<file path="config.mk">
export PLATFORM = sky130hd
export DESIGN_NAME = axil_slave_regs
export DESIGN_NICKNAME = d
export VERILOG_FILES = /design/src/rtl/axil_pkg.sv /design/src/rtl/axil_addr_dec.sv /design/src/rtl/axil_slave_regs.sv
export SDC_FILE = /design/constraint.sdc
export NUM_CORES = 1
export LEC_CHECK = 0
export CORE_ASPECT_RATIO = 1.25
export CORE_MARGIN = 2
export CORE_UTILIZATION = 45
export DETAILED_ROUTE_END_ITERATION = 8
export GPL_ROUTABILITY_DRIVEN = 0
export HOLD_SLACK_MARGIN = 0.02
export PLACE_DENSITY = 0.74
export SLEW_MARGIN = 20
export SYNTH_ARGS = -nofsm -noshare
export SYNTH_HDL_FRONTEND = slang
export SYNTH_HIERARCHICAL = 1
export SYNTH_SLANG_ARGS = --single-unit
</file>
<file path="constraint.sdc">
create_clock -name aclk -period 6.6 [get_ports aclk]
set_clock_uncertainty 0.15 [all_clocks]
set_input_delay 0.99 -clock aclk [delete_from_list [all_inputs] [get_ports aclk]]
set_output_delay 0.99 -clock aclk [all_outputs]
set_load 0.02 [all_outputs]
</file>
<file path="src/rtl/axil_pkg.sv">
`default_nettype none
// ============================================================================
// Module   : axil_pkg
// Brief    : AXI-Lite response codes, slave FSM state types and UART map.
// Revision : 1.0 - initial release
// ============================================================================
package axil_pkg;

    typedef enum logic [1:0] {
        OKAY   = 2'b00,
        EXOKAY = 2'b01,
        SLVERR = 2'b10,
        DECERR = 2'b11
    } axil_resp_e;

    typedef enum logic [1:0] {
        W_IDLE = 2'd0,
        W_GOTA = 2'd1,
        W_GOTD = 2'd2,
        W_RESP = 2'd3
    } wr_state_e;

    typedef enum logic [0:0] {
        R_IDLE = 1'b0,
        R_RESP = 1'b1
    } rd_state_e;

    // UART register byte offsets, shared with the master/bridge side
    localparam logic [31:0] UART_RBR_OFF = 32'h0000_0000;
    localparam logic [31:0] UART_THR_OFF = 32'h0000_0004;
    localparam logic [31:0] UART_IER_OFF = 32'h0000_0008;
    localparam logic [31:0] UART_LCR_OFF = 32'h0000_000C;
    localparam logic [31:0] UART_LSR_OFF = 32'h0000_0010;
    localparam logic [31:0] UART_DIV_OFF = 32'h0000_0014;
    localparam logic [31:0] UART_SCR_OFF = 32'h0000_0018;

endpackage
`default_nettype wire

</file>
<file path="src/rtl/axil_addr_dec.sv">
`default_nettype none
// ============================================================================
// Module   : axil_addr_dec
// Brief    : Byte address to register word index with hit / status decode.
// Revision : 1.0 - initial release
// ============================================================================
module axil_addr_dec #(
    parameter logic [31:0] BASE_ADDR = 32'h0000_4000,
    parameter int          NREGS     = 8,
    parameter int          IDX_W     = 3
) (
    input  logic [31:0]      addr,
    output logic [IDX_W-1:0] idx,
    output logic             hit,
    output logic             sts
);

    logic [31:0] w_word;

    // Addresses below the base wrap to a huge index and fall out as misses
    assign w_word = (addr - BASE_ADDR) >> 2;
    assign hit    = (w_word < 32'(NREGS));
    assign sts    = (w_word == 32'(NREGS));
    assign idx    = w_word[IDX_W-1:0];

endmodule
`default_nettype wire

</file>
<file path="src/rtl/axil_slave_regs.sv">
`default_nettype none
// ============================================================================
// Module   : axil_slave_regs
// Brief    : AXI-Lite slave with NREGS R/W registers and one read-only status
//            word. Define AXIL_SLAVE_DECERR_EN to answer unmapped accesses
//            with DECERR instead of OKAY.
// Revision : 1.0 - initial release
// ============================================================================
module axil_slave_regs
    import axil_pkg::*;
#(
    parameter logic [31:0] BASE_ADDR = 32'h0000_4000,
    parameter int          NREGS     = 8
) (
    input  logic                  aclk,
    input  logic                  areset_n,
    input  logic [31:0]           s_awaddr,
    input  logic                  s_awvalid,
    output logic                  s_awready,
    input  logic [31:0]           s_wdata,
    input  logic [3:0]            s_wstrb,
    input  logic                  s_wvalid,
    output logic                  s_wready,
    output logic [1:0]            s_bresp,
    output logic                  s_bvalid,
    input  logic                  s_bready,
    input  logic [31:0]           s_araddr,
    input  logic                  s_arvalid,
    output logic                  s_arready,
    output logic [31:0]           s_rdata,
    output logic [1:0]            s_rresp,
    output logic                  s_rvalid,
    input  logic                  s_rready,
    input  logic [31:0]           sts_i,
    output logic [32*NREGS-1:0]   reg_q,
    output logic [NREGS-1:0]      reg_wr
);

    localparam int IDX_W = (NREGS > 1) ? $clog2(NREGS) : 1;

`ifdef AXIL_SLAVE_DECERR_EN
    localparam axil_resp_e MISS_RESP = DECERR;
`else
    localparam axil_resp_e MISS_RESP = OKAY;
`endif

    wr_state_e        r_wstate, w_wnext;
    rd_state_e        r_rstate, w_rnext;
    logic [31:0]      r_regs [NREGS];
    logic [31:0]      r_awaddr;
    logic [31:0]      r_wdata;
    logic [3:0]       r_wstrb;
    axil_resp_e       r_bresp;
    axil_resp_e       r_rresp;
    logic [31:0]      r_rdata;

    logic             w_aw_hs, w_w_hs, w_ar_hs, w_commit;
    logic [31:0]      w_wr_addr, w_wr_data;
    logic [3:0]       w_wr_strb;
    logic [IDX_W-1:0] w_wr_idx, w_rd_idx;
    logic             w_wr_hit, w_wr_sts, w_rd_hit, w_rd_sts;

    assign w_aw_hs = s_awvalid && s_awready;
    assign w_w_hs  = s_wvalid && s_wready;
    assign w_ar_hs = s_arvalid && s_arready;

    // The half that arrived earlier comes from the holding registers
    assign w_wr_addr = (r_wstate == W_GOTA) ? r_awaddr : s_awaddr;
    assign w_wr_data = (r_wstate == W_GOTD) ? r_wdata  : s_wdata;
    assign w_wr_strb = (r_wstate == W_GOTD) ? r_wstrb  : s_wstrb;
    assign w_commit  = (r_wstate != W_RESP) && (w_wnext == W_RESP);

    axil_addr_dec #(.BASE_ADDR(BASE_ADDR), .NREGS(NREGS), .IDX_W(IDX_W)) u_wr_dec (
        .addr (w_wr_addr),
        .idx  (w_wr_idx),
        .hit  (w_wr_hit),
        .sts  (w_wr_sts)
    );

    axil_addr_dec #(.BASE_ADDR(BASE_ADDR), .NREGS(NREGS), .IDX_W(IDX_W)) u_rd_dec (
        .addr (s_araddr),
        .idx  (w_rd_idx),
        .hit  (w_rd_hit),
        .sts  (w_rd_sts)
    );

    always_ff @(posedge aclk or negedge areset_n) begin
        if (!areset_n) r_wstate <= W_IDLE;
        else           r_wstate <= w_wnext;
    end

    always_comb begin
        w_wnext = r_wstate;
        case (r_wstate)
            W_IDLE: begin
                if (w_aw_hs && w_w_hs) w_wnext = W_RESP;
                else if (w_aw_hs)      w_wnext = W_GOTA;
                else if (w_w_hs)       w_wnext = W_GOTD;
            end
            W_GOTA:  if (w_w_hs)   w_wnext = W_RESP;
            W_GOTD:  if (w_aw_hs)  w_wnext = W_RESP;
            W_RESP:  if (s_bready) w_wnext = W_IDLE;
            default: w_wnext = W_IDLE;
        endcase
    end

    always_comb begin
        s_awready = 1'b0;
        s_wready  = 1'b0;
        s_bvalid  = 1'b0;
        case (r_wstate)
            W_IDLE:  begin s_awready = 1'b1; s_wready = 1'b1; end
            W_GOTA:  s_wready  = 1'b1;
            W_GOTD:  s_awready = 1'b1;
            W_RESP:  s_bvalid  = 1'b1;
            default: ;
        endcase
    end

    always_ff @(posedge aclk or negedge areset_n) begin
        if (!areset_n) begin
            r_awaddr <= '0;
            r_wdata  <= '0;
            r_wstrb  <= '0;
            r_bresp  <= OKAY;
        end else begin
            if (w_aw_hs) r_awaddr <= s_awaddr;
            if (w_w_hs) begin
                r_wdata <= s_wdata;
                r_wstrb <= s_wstrb;
            end
            if (w_commit) r_bresp <= (!w_wr_hit && !w_wr_sts) ? MISS_RESP : OKAY;
        end
    end

    assign s_bresp = r_bresp;

    for (genvar k = 0; k < NREGS; k++) begin : g_reg
        logic w_sel;
        logic r_pulse;

        assign w_sel = w_commit && w_wr_hit && (w_wr_idx == IDX_W'(k));

        always_ff @(posedge aclk or negedge areset_n) begin
            if (!areset_n) begin
                r_regs[k] <= '0;
                r_pulse   <= 1'b0;
            end else begin
                r_pulse <= w_sel;
                if (w_sel) begin
                    for (int b = 0; b < 4; b++) begin
                        if (w_wr_strb[b]) r_regs[k][8*b +: 8] <= w_wr_data[8*b +: 8];
                    end
                end
            end
        end

        assign reg_q[32*k +: 32] = r_regs[k];
        assign reg_wr[k]         = r_pulse;
    end

    always_ff @(posedge aclk or negedge areset_n) begin
        if (!areset_n) r_rstate <= R_IDLE;
        else           r_rstate <= w_rnext;
    end

    always_comb begin
        w_rnext = r_rstate;
        case (r_rstate)
            R_IDLE:  if (s_arvalid) w_rnext = R_RESP;
            R_RESP:  if (s_rready)  w_rnext = R_IDLE;
            default: w_rnext = R_IDLE;
        endcase
    end

    always_comb begin
        s_arready = (r_rstate == R_IDLE);
        s_rvalid  = (r_rstate == R_RESP);
    end

    // Sampled on the AR edge, so a same-edge write is not yet visible
    always_ff @(posedge aclk or negedge areset_n) begin
        if (!areset_n) begin
            r_rdata <= '0;
            r_rresp <= OKAY;
        end else if (w_ar_hs) begin
            if (w_rd_hit)      r_rdata <= r_regs[w_rd_idx];
            else if (w_rd_sts) r_rdata <= sts_i;
            else               r_rdata <= '0;
            r_rresp <= (!w_rd_hit && !w_rd_sts) ? MISS_RESP : OKAY;
        end
    end

    assign s_rdata = r_rdata;
    assign s_rresp = r_rresp;

endmodule
`default_nettype wire
</file>
# Yosys cells after proc, flatten, opt, wreduce, memory -nomap -nowiden
# Index checks and enable logic that the tools add are counted.
word_totals:
  ff_bits: 367
  out_inout_bits: 305
  inputBits: 139
  wordCells: 137
op_classes:
  magnitude_cmp: 3
  eq_ne: 13
  n_reduce_logical: 50
  add_sub_neg: 2
  n_mux: 21
  bitwise_logic: 2
ops:
  columns: ["op", "n"]
  rows:
  - ["two-way mux 32 bit", 6]
  - ["binary-select mux 32 bit (select 3 bit)", 1]
  - ["AND reduction 2 bit", 32]
  - ["subtractor 32 x 15 -> 32 bit (second input constant)", 2]
  - ["< comparator 30 x 4 -> 1 bit (second input constant)", 2]
  - ["equality test 30 x 4 -> 1 bit (second input constant)", 1]
  - ["logical AND 1 bit", 14]
  - ["equality test 3 bit (second input constant)", 4]
  - ["two-way mux 2 bit", 6]
  - ["one-hot mux 2 bit (4 select lines)", 1]
  - ["equality test 2 bit (second input constant)", 3]
  - ["equality test 3 x 2 -> 1 bit (second input constant)", 2]
  - ["two-way mux 1 bit", 5]
  - ["greater-or-equal comparator 4 bit (second input constant)", 1]
  - ["two-way mux 4 bit", 1]
  - ["NOT 3 -> 4 bit", 1]
  - ["OR reduction 2 bit", 2]
  - ["equality test 3 x 1 -> 1 bit (second input constant)", 1]
  - ["logical NOT 3 bit", 1]
  - ["equality test 2 x 1 -> 1 bit (second input constant)", 1]
  - ["logical NOT 2 bit", 1]
  - ["inequality test 2 bit (second input constant)", 1]
  - ["one-hot mux 1 bit (2 select lines)", 1]
  - ["NOT 1 bit", 1]

# Depth between registers and ports, before layout
logic_depth:
  ltp_word: 13
  mapped_depth: 12
  mapped_depth_nobuf: 10

# Modules after synthesis
# The synthesis kept the hierarchy.
by_module_without_submodules:
  columns: ["mod", "cells_per_inst", "n_inst", "area_each_um2", "seq_area_each_um2"]
  rows:
  - ["axil_slave_regs", 1191, 1, 16733.5, 9183.8]
  - ["axil_addr_dec", 15, 2, 106.4, 0.0]

# Least setup slack after synthesis
# Ideal clock, no wire load.
synth_path:
  kind: "reg2reg"
  startpoint: "register r_wstate[0]"
  endpoint: "register r_regs, in the netlist reg_q[255]"
  synth_period_minus_slack_ns: 3.778
  setup_slack_ns: 2.822
  setup_ns: 0.125
  path_buffers: 2
  t_arrival_ns: 3.504
  stages_incl_launch_ff: 12
  cell_sequence: "dfrtp_1 > inv_1 > nor2_1 > clkbuf_1 > mux2_2 > or4_1 > nor4_1 > and2_1 > clkbuf_1 > nand4_2 > nor2_2 > mux2_2"
synth_between:
  elab_cells_between_ends: 30
  classes_between: "1 x add/sub; 1 x order compare; 6 x eq/ne; 12 x mux; 10 x reduce/logical"
synth_lines:
  columns: ["element", "line_no", "rtl"]
  rows:
  - ["start: declaration", "axil_slave_regs.sv:47", "wr_state_e r_wstate, w_wnext;"]
  - ["start signal: assignment", "axil_slave_regs.sv:89", "else r_wstate <= w_wnext;"]
  - ["equality test 2 bit / logical NOT 2 bit (equally long branches)", "axil_slave_regs.sv:111", "case (r_wstate)"]
  - ["OR reduction 2 bit (no source line) (*)", null, null]
  - ["two-way mux 1 bit (*)", "axil_slave_regs.sv:111", null]
  - ["net s_awready", "axil_slave_regs.sv:19", "output logic s_awready,"]
  - ["logical AND 1 bit (*)", "axil_slave_regs.sv:63", "assign w_aw_hs = s_awvalid && s_awready;"]
  - ["two-way mux 2 bit / logical AND 1 bit (equally long branches)", "axil_slave_regs.sv:97, axil_slave_regs.sv:96", null]
  - ["two-way mux 2 bit", "axil_slave_regs.sv:96", "if (w_aw_hs && w_w_hs) w_wnext = W_RESP;"]
  - ["one-hot mux 2 bit (4 select lines) (*)", "axil_slave_regs.sv:94", "case (r_wstate)"]
  - ["equality test 2 bit (*)", "axil_slave_regs.sv:71", "assign w_commit = (r_wstate != W_RESP) && (w_wnext == W_RESP);"]
  - ["logical AND 1 bit (*)", "axil_slave_regs.sv:71", null]
  - ["logical AND 1 bit (*) (2 in series)", "axil_slave_regs.sv:142", "assign w_sel = w_commit && w_wr_hit && (w_wr_idx == IDX_W'(k));"]
  - ["AND reduction 2 bit (no source line) (*)", null, null]
  - ["end signal: indexed assignment", "axil_slave_regs.sv:152", "if (w_wr_strb[b]) r_regs[k][8*b +: 8] <= w_wr_data[8*b +: 8];"]
  - ["end: declaration", "axil_slave_regs.sv:49", "logic [31:0] r_regs [NREGS];"]
# The timed path passes the listed nets; every way through them passes the cells marked *.
# A chain may end at the register's enable or synchronous reset.

# Worst setup path in the final report
layout_path:
  startpoint: "register r_wstate[0]"
  endpoint: "register r_regs, in the netlist reg_q[116]"
layout_between:
  elab_cells_between_ends: 30
  classes_between: "1 x add/sub; 1 x order compare; 6 x eq/ne; 12 x mux; 10 x reduce/logical"
layout_lines:
  columns: ["element", "line_no", "rtl"]
  rows:
  - ["equality test 2 x 1 -> 1 bit", "axil_slave_regs.sv:68", "assign w_wr_addr = (r_wstate == W_GOTA) ? r_awaddr : s_awaddr;"]
  - ["two-way mux 32 bit", "axil_slave_regs.sv:68", null]
  - ["net w_wr_addr[13]", "axil_slave_regs.sv:58", "logic [31:0] w_wr_addr, w_wr_data;"]
  - ["subtractor 32 x 15 -> 32 bit", "axil_addr_dec.sv:21", "assign w_word = (addr - BASE_ADDR) >> 2;"]
  - ["< comparator 30 x 4 -> 1 bit", "axil_addr_dec.sv:22", "assign hit = (w_word < 32'(NREGS));"]
  - ["net w_wr_hit", "axil_slave_regs.sv:61", "logic w_wr_hit, w_wr_sts, w_rd_hit, w_rd_sts;"]
  - ["logical AND 1 bit (2 in series)", "axil_slave_regs.sv:142", null]
  - ["AND reduction 2 bit (no source line)", null, null]
# The timed path passes the listed nets, and every way through them passes these cells.

==> metrics.md <==
| Metric | Value |
|---|---|
| Outcome | complete, no violations |
| Routed vias | 12100 |
| DRC | 0 |
| Initial detailed-routing violation count | 667 |
| Peak VDD IR | 0.000170 V |
| PwrDens | 255 mW/mm^2 |
| Chip width | 177 um |
| CTS H-tree depth | 2 |
| Max stage delay cell, worst path | nor2_2 |
| Seq pwr share | 43.8% |
| First-pass GRT wire length | 79000 um |
| Core area | 0.0371 sq mm |
| Routed WL per cell | 24.9 um |
| Design Area, Final | 0.0229 sq mm |
| Post_cts resized | 0 |
| Max-slew violations | 0 |
| DP HPWL | 35900 um |
| CP cell instances | inv_1 -> nor2_2 -> buf_4 -> mux2_2 -> nor4_1 -> nand2_1 -> nor4_1 -> nor2b_1 -> nand4_2 -> nor2_2 -> mux2_2 |
| Highest fanout seen on the critical path | 18 |
| CP bufs+invs | 2 |
| Util after Layout | 61.7% |
| CTS Buffer Depth | 3 |
| WHS | 0.334 ns |
| R2r worst-path depth | 11 |
| Layout fillers | 2982 |
| Sw Share | 27.1% |
| Clock Latency Late Sink | 0.54 ns |
| Max-cap violation count | 0 |
| Synthesized area | 0.0168 sq mm |
| Critical path class | reg -> reg |
| Die area | 0.0390 sq mm |
| CP top delay family | simple AND/OR/NAND/NOR gates |
| Critical Path Max Stage Delay | 0.69 ns |
| Largest net degree at the start of global routing | 169 |
| Hold Fails Final Rpt | 0 |
| Port-buffer cells | 435 |
| Routed Antenna Nets | 0 |
| Total wire length | 53600 um |
| Synth warnings | 6 |
| Pleak | 0.0104 uW |
| Hold-fix buffers, CTS | 0 |
| RSZ-0062 raised after global routing | false |
| Iteration count of the initial detailed-routing pass | 4 |
| Slew HR | 27.6% |
| Placed Cells | 2077 |
| Clk pwr share | 37.4% |
| Final Cycle Share | 75.1% |
| Ports | 444 |
| P_int | 4260 uW |
| Clock root buffer | clkbuf_16 |
| FF-to-FF Start | r_wstate[0]$_DFF_PN0_ |
| Crit. End Element | register |
| Vias per inst | 5.65 |
| Num CTS Buffers | 39 |
| Row cnt | 79 |
| Nets | 1771 |
| Crit start category | register |
| Number of global-route vias before repair | 12600 |
| Switching power | 1580 uW |
| Critical Path AT | 5.21 ns |
| Initial antenna violation count | 4 |
| Setup TNS | 0 ns |
| WP data required | 6.86 ns |
| Mapped Avg Cell Area | 13.9 sq um |
| Highest clock rate | 202 MHz |
| Initial Util | 45.4% |
| Min Tclk post-route | 4.95 ns |
| GR Overflow Total | 0 |
| Syn Inst Count | 1213 |
| Post-DP Area | 0.0216 sq mm |
| Die H | 220 um |
| GRT Overall Usage | 27.1% |
| Fin cells | 2149 |
| R2R Setup Slk | 1.65 ns |
| Worst-margin pin slew | 1.09 ns |
| Setup violators final | 0 |
| Worst-path clk slew | 0.06 ns |
| Synthesis-to-layout area growth | 35.9% |
| Share of cells above drive strength 1 | 29.3% |
| CTS tree | done |
| Post-CTS setup buffers | 0 |
| Combinational power share | 18.8% |
| Worst hold path type | in -> async |
| TritonCTS Sinks | 365 |
| FF-to-FF End | reg_q[116]$_DFFE_PN0P_ |
## cell usage in the layout (no fill, tap or decap), types with 10 or more instances in the layout
cell	count
nor4_1	10
clkdlybuf4s50_1	433
dfrtp_1	365
mux2_1	24
mux2_2	360
clkbuf_1	13
inv_1	12
o21ai_0	29
nor2_2	33
nand2_1	36
buf_4	12
clkbuf_16	40
mux2i_1	128
a22oi_1	96
## through the flow
step	setup slack, ns	total power, uW
after floorplan	2.92	3320
after global placement	1.68	3650
after detailed placement	1.62	3690
after CTS	1.57	5880
after global routing	1.29	6090
final	1.65	5840
## area by class of cell
cell class | count | area (sq um) | share of cell area, %
flip-flops and latches | 365 | 9130 | 39.9
multi-input cells | 766 | 7330 | 32.1
repair buffers | 448 | 4470 | 19.6
clock buffers | 61 | 1160 | 5.07
well taps | 486 | 608 | 2.66
clock inverters | 8 | 108 | 0.471
inverters | 12 | 45.0 | 0.197
diodes | 3 | 7.51 | 0.0328
## routing by layer
metal / vias up / routed length (um) / global-route usage, %
li1: 5318 / - / -
met1: 6303 / 20700 / 32.2
met2: 398 / 27600 / 47.5
met3: 114 / 3340 / 6.77
met4: 2 / 1820 / 10.2
met5: - / 12 / 0
## state kept, by name, indices dropped and copies added, names as in the netlist
register / count
r_awaddr: 30
r_wdata: 32
r_wstrb: 4
s_rdata: 32
s_rvalid: 1
reg_q: 256
r_wstate: 2
g.r_pulse: 8
## power by group through the flow
stage	Clock (uW)	Combinational, uW	Sequential [uW]
4_1_cts	2230	1100	2550
5_1_grt	2320	1180	2580
6_report	2180	1100	2560
3_5_place_dp	0	1100	2590
3_3_place_gp	0	1070	2580
2_1_floorplan	0	758	2560
## worst max-delay path by stage
stage | startpoint | endpoint | slack, ns | depth (start not counted)
finish | r_wstate[0]$_DFF_PN0_ | reg_q[116]$_DFFE_PN0P_ | 1.65 | 11
global route | r_wstate[0]$_DFF_PN0_ | reg_q[116]$_DFFE_PN0P_ | 1.29 | 11
CTS | r_wstate[0]$_DFF_PN0_ | reg_q[84]$_DFFE_PN0P_ | 1.57 | 11
detailed placement | r_wstate[0]$_DFF_PN0_ | reg_q[80]$_DFFE_PN0P_ | 1.62 | 11
global placement | r_wstate[0]$_DFF_PN0_ | reg_q[83]$_DFFE_PN0P_ | 1.68 | 11
floorplan | r_wstate[0]$_DFF_PN0_ | reg_q[255]$_DFFE_PN0P_ | 2.92 | 11
Power figures use the tool's default switching activity.
